**src/rtl/logic_74xx161_param_pkg.sv**
```systemverilog
// Shared constants for the parametrised logic IP models.
package logic_74xx161_param_pkg;

   // Active level of the logic-level clock that counts as an edge
   localparam bit EDGE_FALL = 1'b0;
   localparam bit EDGE_RISE = 1'b1;

   // Clear behaviour: act on every FAST_CLK, or only on a qualified edge
   localparam bit CLR_ASYNC     = 1'b0;
   localparam bit CLR_SYNC_EDGE = 1'b1;

endpackage

```
**src/rtl/logic_edge_det.sv**
```systemverilog
// Edge detector for a logic-level clock sampled on FAST_CLK.
module logic_edge_det
   import logic_74xx161_param_pkg::*;
#(
   parameter bit EDGE = EDGE_RISE
) (
   input  logic FAST_CLK,
   input  logic RST,
   input  logic I_CLK,
   output logic O_EDGE,
   output logic O_EDGE_C
);

   logic clk_q;

   // Qualified edge as seen by the sampling FAST_CLK posedge
   assign O_EDGE_C = (clk_q != I_CLK) & (I_CLK == EDGE);

   // Previous I_CLK level resets to the active level so release never strobes
   always_ff @(posedge FAST_CLK or negedge RST) begin
      if (!RST) begin
         clk_q  <= EDGE;
         O_EDGE <= 1'b0;
      end else begin
         clk_q  <= I_CLK;
         O_EDGE <= O_EDGE_C;
      end
   end

endmodule

```
**src/rtl/logic_74xx161_param.sv**
```systemverilog
// Cascadable presettable binary counter generalising the 74xx161/163/191.
module logic_74xx161_param
   import logic_74xx161_param_pkg::*;
#(
   parameter int unsigned WIDTH    = 4,
   parameter int unsigned MAX      = (2 ** WIDTH) - 1,
   parameter bit          CLR_SYNC = CLR_ASYNC,
   parameter bit          EDGE     = EDGE_RISE,
   parameter bit          UPDN     = 1'b0
) (
   input  logic             FAST_CLK,
   input  logic             RST,
   input  logic             I_CLK,
   input  logic             I_CLR_N,
   input  logic             I_LD_N,
   input  logic             I_ENP,
   input  logic             I_ENT,
   input  logic             I_UP,
   input  logic [WIDTH-1:0] I_D,
   output logic [WIDTH-1:0] O_Q,
   output logic             O_RCO,
   output logic             O_EDGE
);

   localparam logic [WIDTH-1:0] MAX_V  = WIDTH'(MAX);
   localparam logic [WIDTH-1:0] ZERO_V = '0;
   localparam logic [WIDTH-1:0] ONE_V  = WIDTH'(1);

   logic             act_edge_c;
   logic             dir_up_c;
   logic [WIDTH-1:0] q_nxt_c;

   // Edge detection on the logic-level counter clock
   logic_edge_det #(
      .EDGE (EDGE)
   ) u_edge_det (
      .FAST_CLK (FAST_CLK),
      .RST      (RST),
      .I_CLK    (I_CLK),
      .O_EDGE   (O_EDGE),
      .O_EDGE_C (act_edge_c)
   );

   // Direction is fixed up unless the up/down option is built in
   assign dir_up_c = (UPDN == 1'b0) ? 1'b1 : I_UP;

   // Carry out looks at the terminal value for the current direction
   assign O_RCO = I_ENT & (O_Q == (dir_up_c ? MAX_V : ZERO_V));

   // Next counter value: clear, then load, then count, else hold
   always_comb begin
      q_nxt_c = O_Q;
      if ((CLR_SYNC == CLR_ASYNC) && !I_CLR_N) begin
         q_nxt_c = ZERO_V;
      end else if (act_edge_c) begin
         if ((CLR_SYNC == CLR_SYNC_EDGE) && !I_CLR_N) begin
            q_nxt_c = ZERO_V;
         end else if (!I_LD_N) begin
            q_nxt_c = I_D;
         end else if (I_ENP && I_ENT) begin
            if (dir_up_c) begin
               q_nxt_c = (O_Q == MAX_V) ? ZERO_V : O_Q + ONE_V;
            end else begin
               q_nxt_c = (O_Q == ZERO_V) ? MAX_V : O_Q - ONE_V;
            end
         end
      end
   end

   // Counter register
   always_ff @(posedge FAST_CLK or negedge RST) begin
      if (!RST) begin
         O_Q <= ZERO_V;
      end else begin
         O_Q <= q_nxt_c;
      end
   end

endmodule

```
**config.mk**
```make
export PLATFORM = sky130hd
export DESIGN_NAME = logic_74xx161_param
export DESIGN_NICKNAME = d
export VERILOG_FILES = /design/src/rtl/logic_74xx161_param_pkg.sv /design/src/rtl/logic_edge_det.sv /design/src/rtl/logic_74xx161_param.sv
export SDC_FILE = /design/constraint.sdc
export NUM_CORES = 1
export LEC_CHECK = 0
export CAP_MARGIN = 20
export CORE_AREA = 2 2 39 41
export CTS_CLUSTER_SIZE = 25
export DETAILED_ROUTE_END_ITERATION = 8
export DIE_AREA = 0 0 41 43
export GPL_TIMING_DRIVEN = 0
export SLEW_MARGIN = 20
export SYNTH_ARGS = -nofsm -noshare
export SYNTH_HDL_FRONTEND = slang
export SYNTH_HIERARCHICAL = 1
export SYNTH_SLANG_ARGS = --single-unit
```
**constraint.sdc**
```tcl
create_clock -name FAST_CLK -period 1.3 [get_ports FAST_CLK]
set_input_delay 0.26 -clock FAST_CLK [delete_from_list [all_inputs] [get_ports FAST_CLK]]
set_output_delay 0.26 -clock FAST_CLK [all_outputs]
set_load 0.1 [all_outputs]
```
==> flow_metrics.env <==
export IMPL_vias_per_cell=4.68
export IMPL_drt_total_wl_microns=835
export IMPL_tightest_slew_ns=0.484
export IMPL_hold_buffers=0
export IMPL_drt_iter0_drc=2
export IMPL_nets=71
export IMPL_grt_setup_unrepaired="true"
export IMPL_clk_pin_slew_ns=0.05
export IMPL_yosysWarnings=6
export IMPL_rows=14
export IMPL_min_period_ns=1.48
export IMPL_hpwl_microns=596
export IMPL_ys_ff_latch=6
export IMPL_die_width_microns=41
export IMPL_ys_seq_area_frac=0.431
export IMPL_cts_max_path_buffers=2
export IMPL_grt_pass1_vias=318
export IMPL_grt_ovfl_total=0
export IMPL_io_pins=18
export IMPL_crit_path_end_kind="output pin"
export IMPL_setup_viol=6
export IMPL_status="finished with violations"
export IMPL_ir_worst_vdd_v=0.000440
export IMPL_die_area_sq_um=1760
export IMPL_arrival_ns=1.22
export IMPL_critPathKind="reg -> out"
export IMPL_pre_cts_ws_ns=-1.03
export IMPL_vias=342
export IMPL_grt_max_degree=9
export IMPL_gp_congestion=0.642
export IMPL_path_max_fanout=5
export IMPL_ant_nets=0
export IMPL_root_buffer="clkbuf_4"
export IMPL_fin_skew_ns=0.00351
export IMPL_drtPass1Iterations=4
export IMPL_clock_latency_ns=0.24
export IMPL_initial_utilization=0.254
export IMPL_maxSlewViolCount=0
export IMPL_final_cells=73
export IMPL_hold_ws_ns=0.256
export IMPL_setup_tns_ns=-0.492
export IMPL_drc=0
export IMPL_syn_nets=47
export IMPL_drive_gt1_frac=0.474
export IMPL_fmax_mhz=678
export IMPL_power_density_nw_per_um2=877
export IMPL_fin_crit_sh=1.13
export IMPL_cts_tree="built"
export IMPL_synthToLayoutAreaGrowth_pct=75.1
export IMPL_cp_slowest_cell="dfrtp_4"
export IMPL_cpPeakStageDelay_ns=0.50
export IMPL_required_ns=1.04
export IMPL_antenna_found_initial=0
export IMPL_hold_class="in -> async"
export IMPL_port_buffers=15
export IMPL_cts_sinks=6
export IMPL_fillers=145
export IMPL_synth_distinct_cells=20
export IMPL_leakagePower_uw=0.000276
export IMPL_netlist_area_sq_um=352
export IMPL_grt_first_pass_wirelength_mm=1.28
export IMPL_wl_per_cell_microns=11.4
export IMPL_diodes=0
export IMPL_fp_dieH_microns=43
export IMPL_path_cells="ha_4, and4_4, buf_12"
export IMPL_synthCells=34
export IMPL_maxCapViolCount=0
export IMPL_worst_slack_ns=-0.175
export IMPL_critPathLaunchType="register"
export IMPL_htree_levels=1
export IMPL_numPlacedInstances=65
export IMPL_numCtsBuffers=3
export IMPL_core_sq_um=1380
export IMPL_syn_avg_cell_area_sq_um=10.3
export IMPL_hold_viol_final=0
export IMPL_grt_util_all_layers=0.104
export IMPL_violations="negative setup slack"
export IMPL_max_slew_margin=0.679
-- layout make-up --
class	instances	area (sq um)	share of cell area
Sequential cell	6	161	0.262
Tap cell	16	20.0	0.0325
Inverter	1	3.75	0.00610
Multi-Input combinational cell	26	220	0.358
Timing Repair Buffer	19	173	0.280
Clock buffer	4	26.3	0.0427
Buffer	1	11.3	0.0183
-- through the flow --
stage / utilization / power (uW) / cell area [sq um]
final: 0.445 / 540 / 616
after detailed placement: 0.395 / 360 / 547
after floorplan: - / 304 / 377
after global routing: 0.445 / 575 / 616
after CTS: 0.422 / 546 / 584
after global placement: 0.395 / 359 / 547
-- state kept, by name, summed over array words and instances, names as in the netlist --
signal             cells
u_edge_det/clk_q       1
O_Q                    4
u_edge_det/O_EDGE      1
-- metal layers --
layer,global-route usage,share of wire,vias up
li1,-,-,171
met1,0.139,0.43,157
met2,0.159,0.47,14
met3,0.00524,0.098,0
met4,0.0600,0,0
met5,0,0,-
-- synthesized netlist by cell type (all sizes together) --
library cell  count  area, sq um
nand2             6         22.5
a21oi             3         15.0
a31o              1         8.76
o21ai             2         10.0
a21boi            1         18.8
o211ai            1         7.51
inv               1         3.75
a21o              1         7.51
and4              1         8.76
o211a             1         10.0
mux2i             2         20.0
a31oi             1         6.26
ha                1         12.5
nor2b             1         13.8
o22ai             2         12.5
nand2b            1         6.26
dfstp             1         26.3
nand3             1         5.00
buf               1         11.3
dfrtp             5          125
-- placed cells by master (no fill, tap or decap), types with 2 or more instances in the layout --
master,n
dfrtp_2,2
a21oi_1,2
buf_2,3
clkdlybuf4s50_1,8
o21ai_0,2
mux2i_1,2
clkbuf_4,3
dfrtp_4,2
buf_4,5
nand2_1,5
buf_6,2
-- cell families after synthesis --
kind of cell    after synthesis  share of synthesized area
compound gates               13                      0.274
simple gates                 10                      0.160
flops                         6                      0.431
buf+inv                       2                     0.0427
mux                           2                     0.0569
fa+ha+maj                     1                     0.0356
-- report_power, final --
part | switching (uW) | total [uW] | internal (uW)
Clock | 62.5 | 178 | 116
Combinational | 91.4 | 150 | 58.7
Sequential | 10.9 | 211 | 200
-- worst max-delay path: cells and delay by family (launching register included) --
kind | cells | cell delay [ns]
buffers and inverters | 1 | 0.16
flip-flops | 1 | 0.50
adder cells (fa/ha/maj) | 1 | 0.17
AND/OR/NAND/NOR | 1 | 0.14
-- repair_timing --
action | CTS | global route
cloned | 0 | 0
endpoints found under the setup margin | 7 | 6
setup buffers | 3 | 1
gates resized for setup | 37 | 5
pin swaps | 5 | 2
-- final timing paths --
kind	slack, ns	cells after the start	from	end
min in group FAST_CLK	0.28	1	I_CLK	u_edge_det/clk_q
max in group asynchronous	0.78	1	RST	u_edge_det/clk_q
min reg2reg	0.51	1	u_edge_det/clk_q	u_edge_det/O_EDGE
min	0.26	1	RST	O_Q[0]
max	-0.18	3	O_Q[1]	O_RCO
max reg2reg	-0.09	6	O_Q[1]	O_Q[0]
Power figures use the tool's default switching activity.
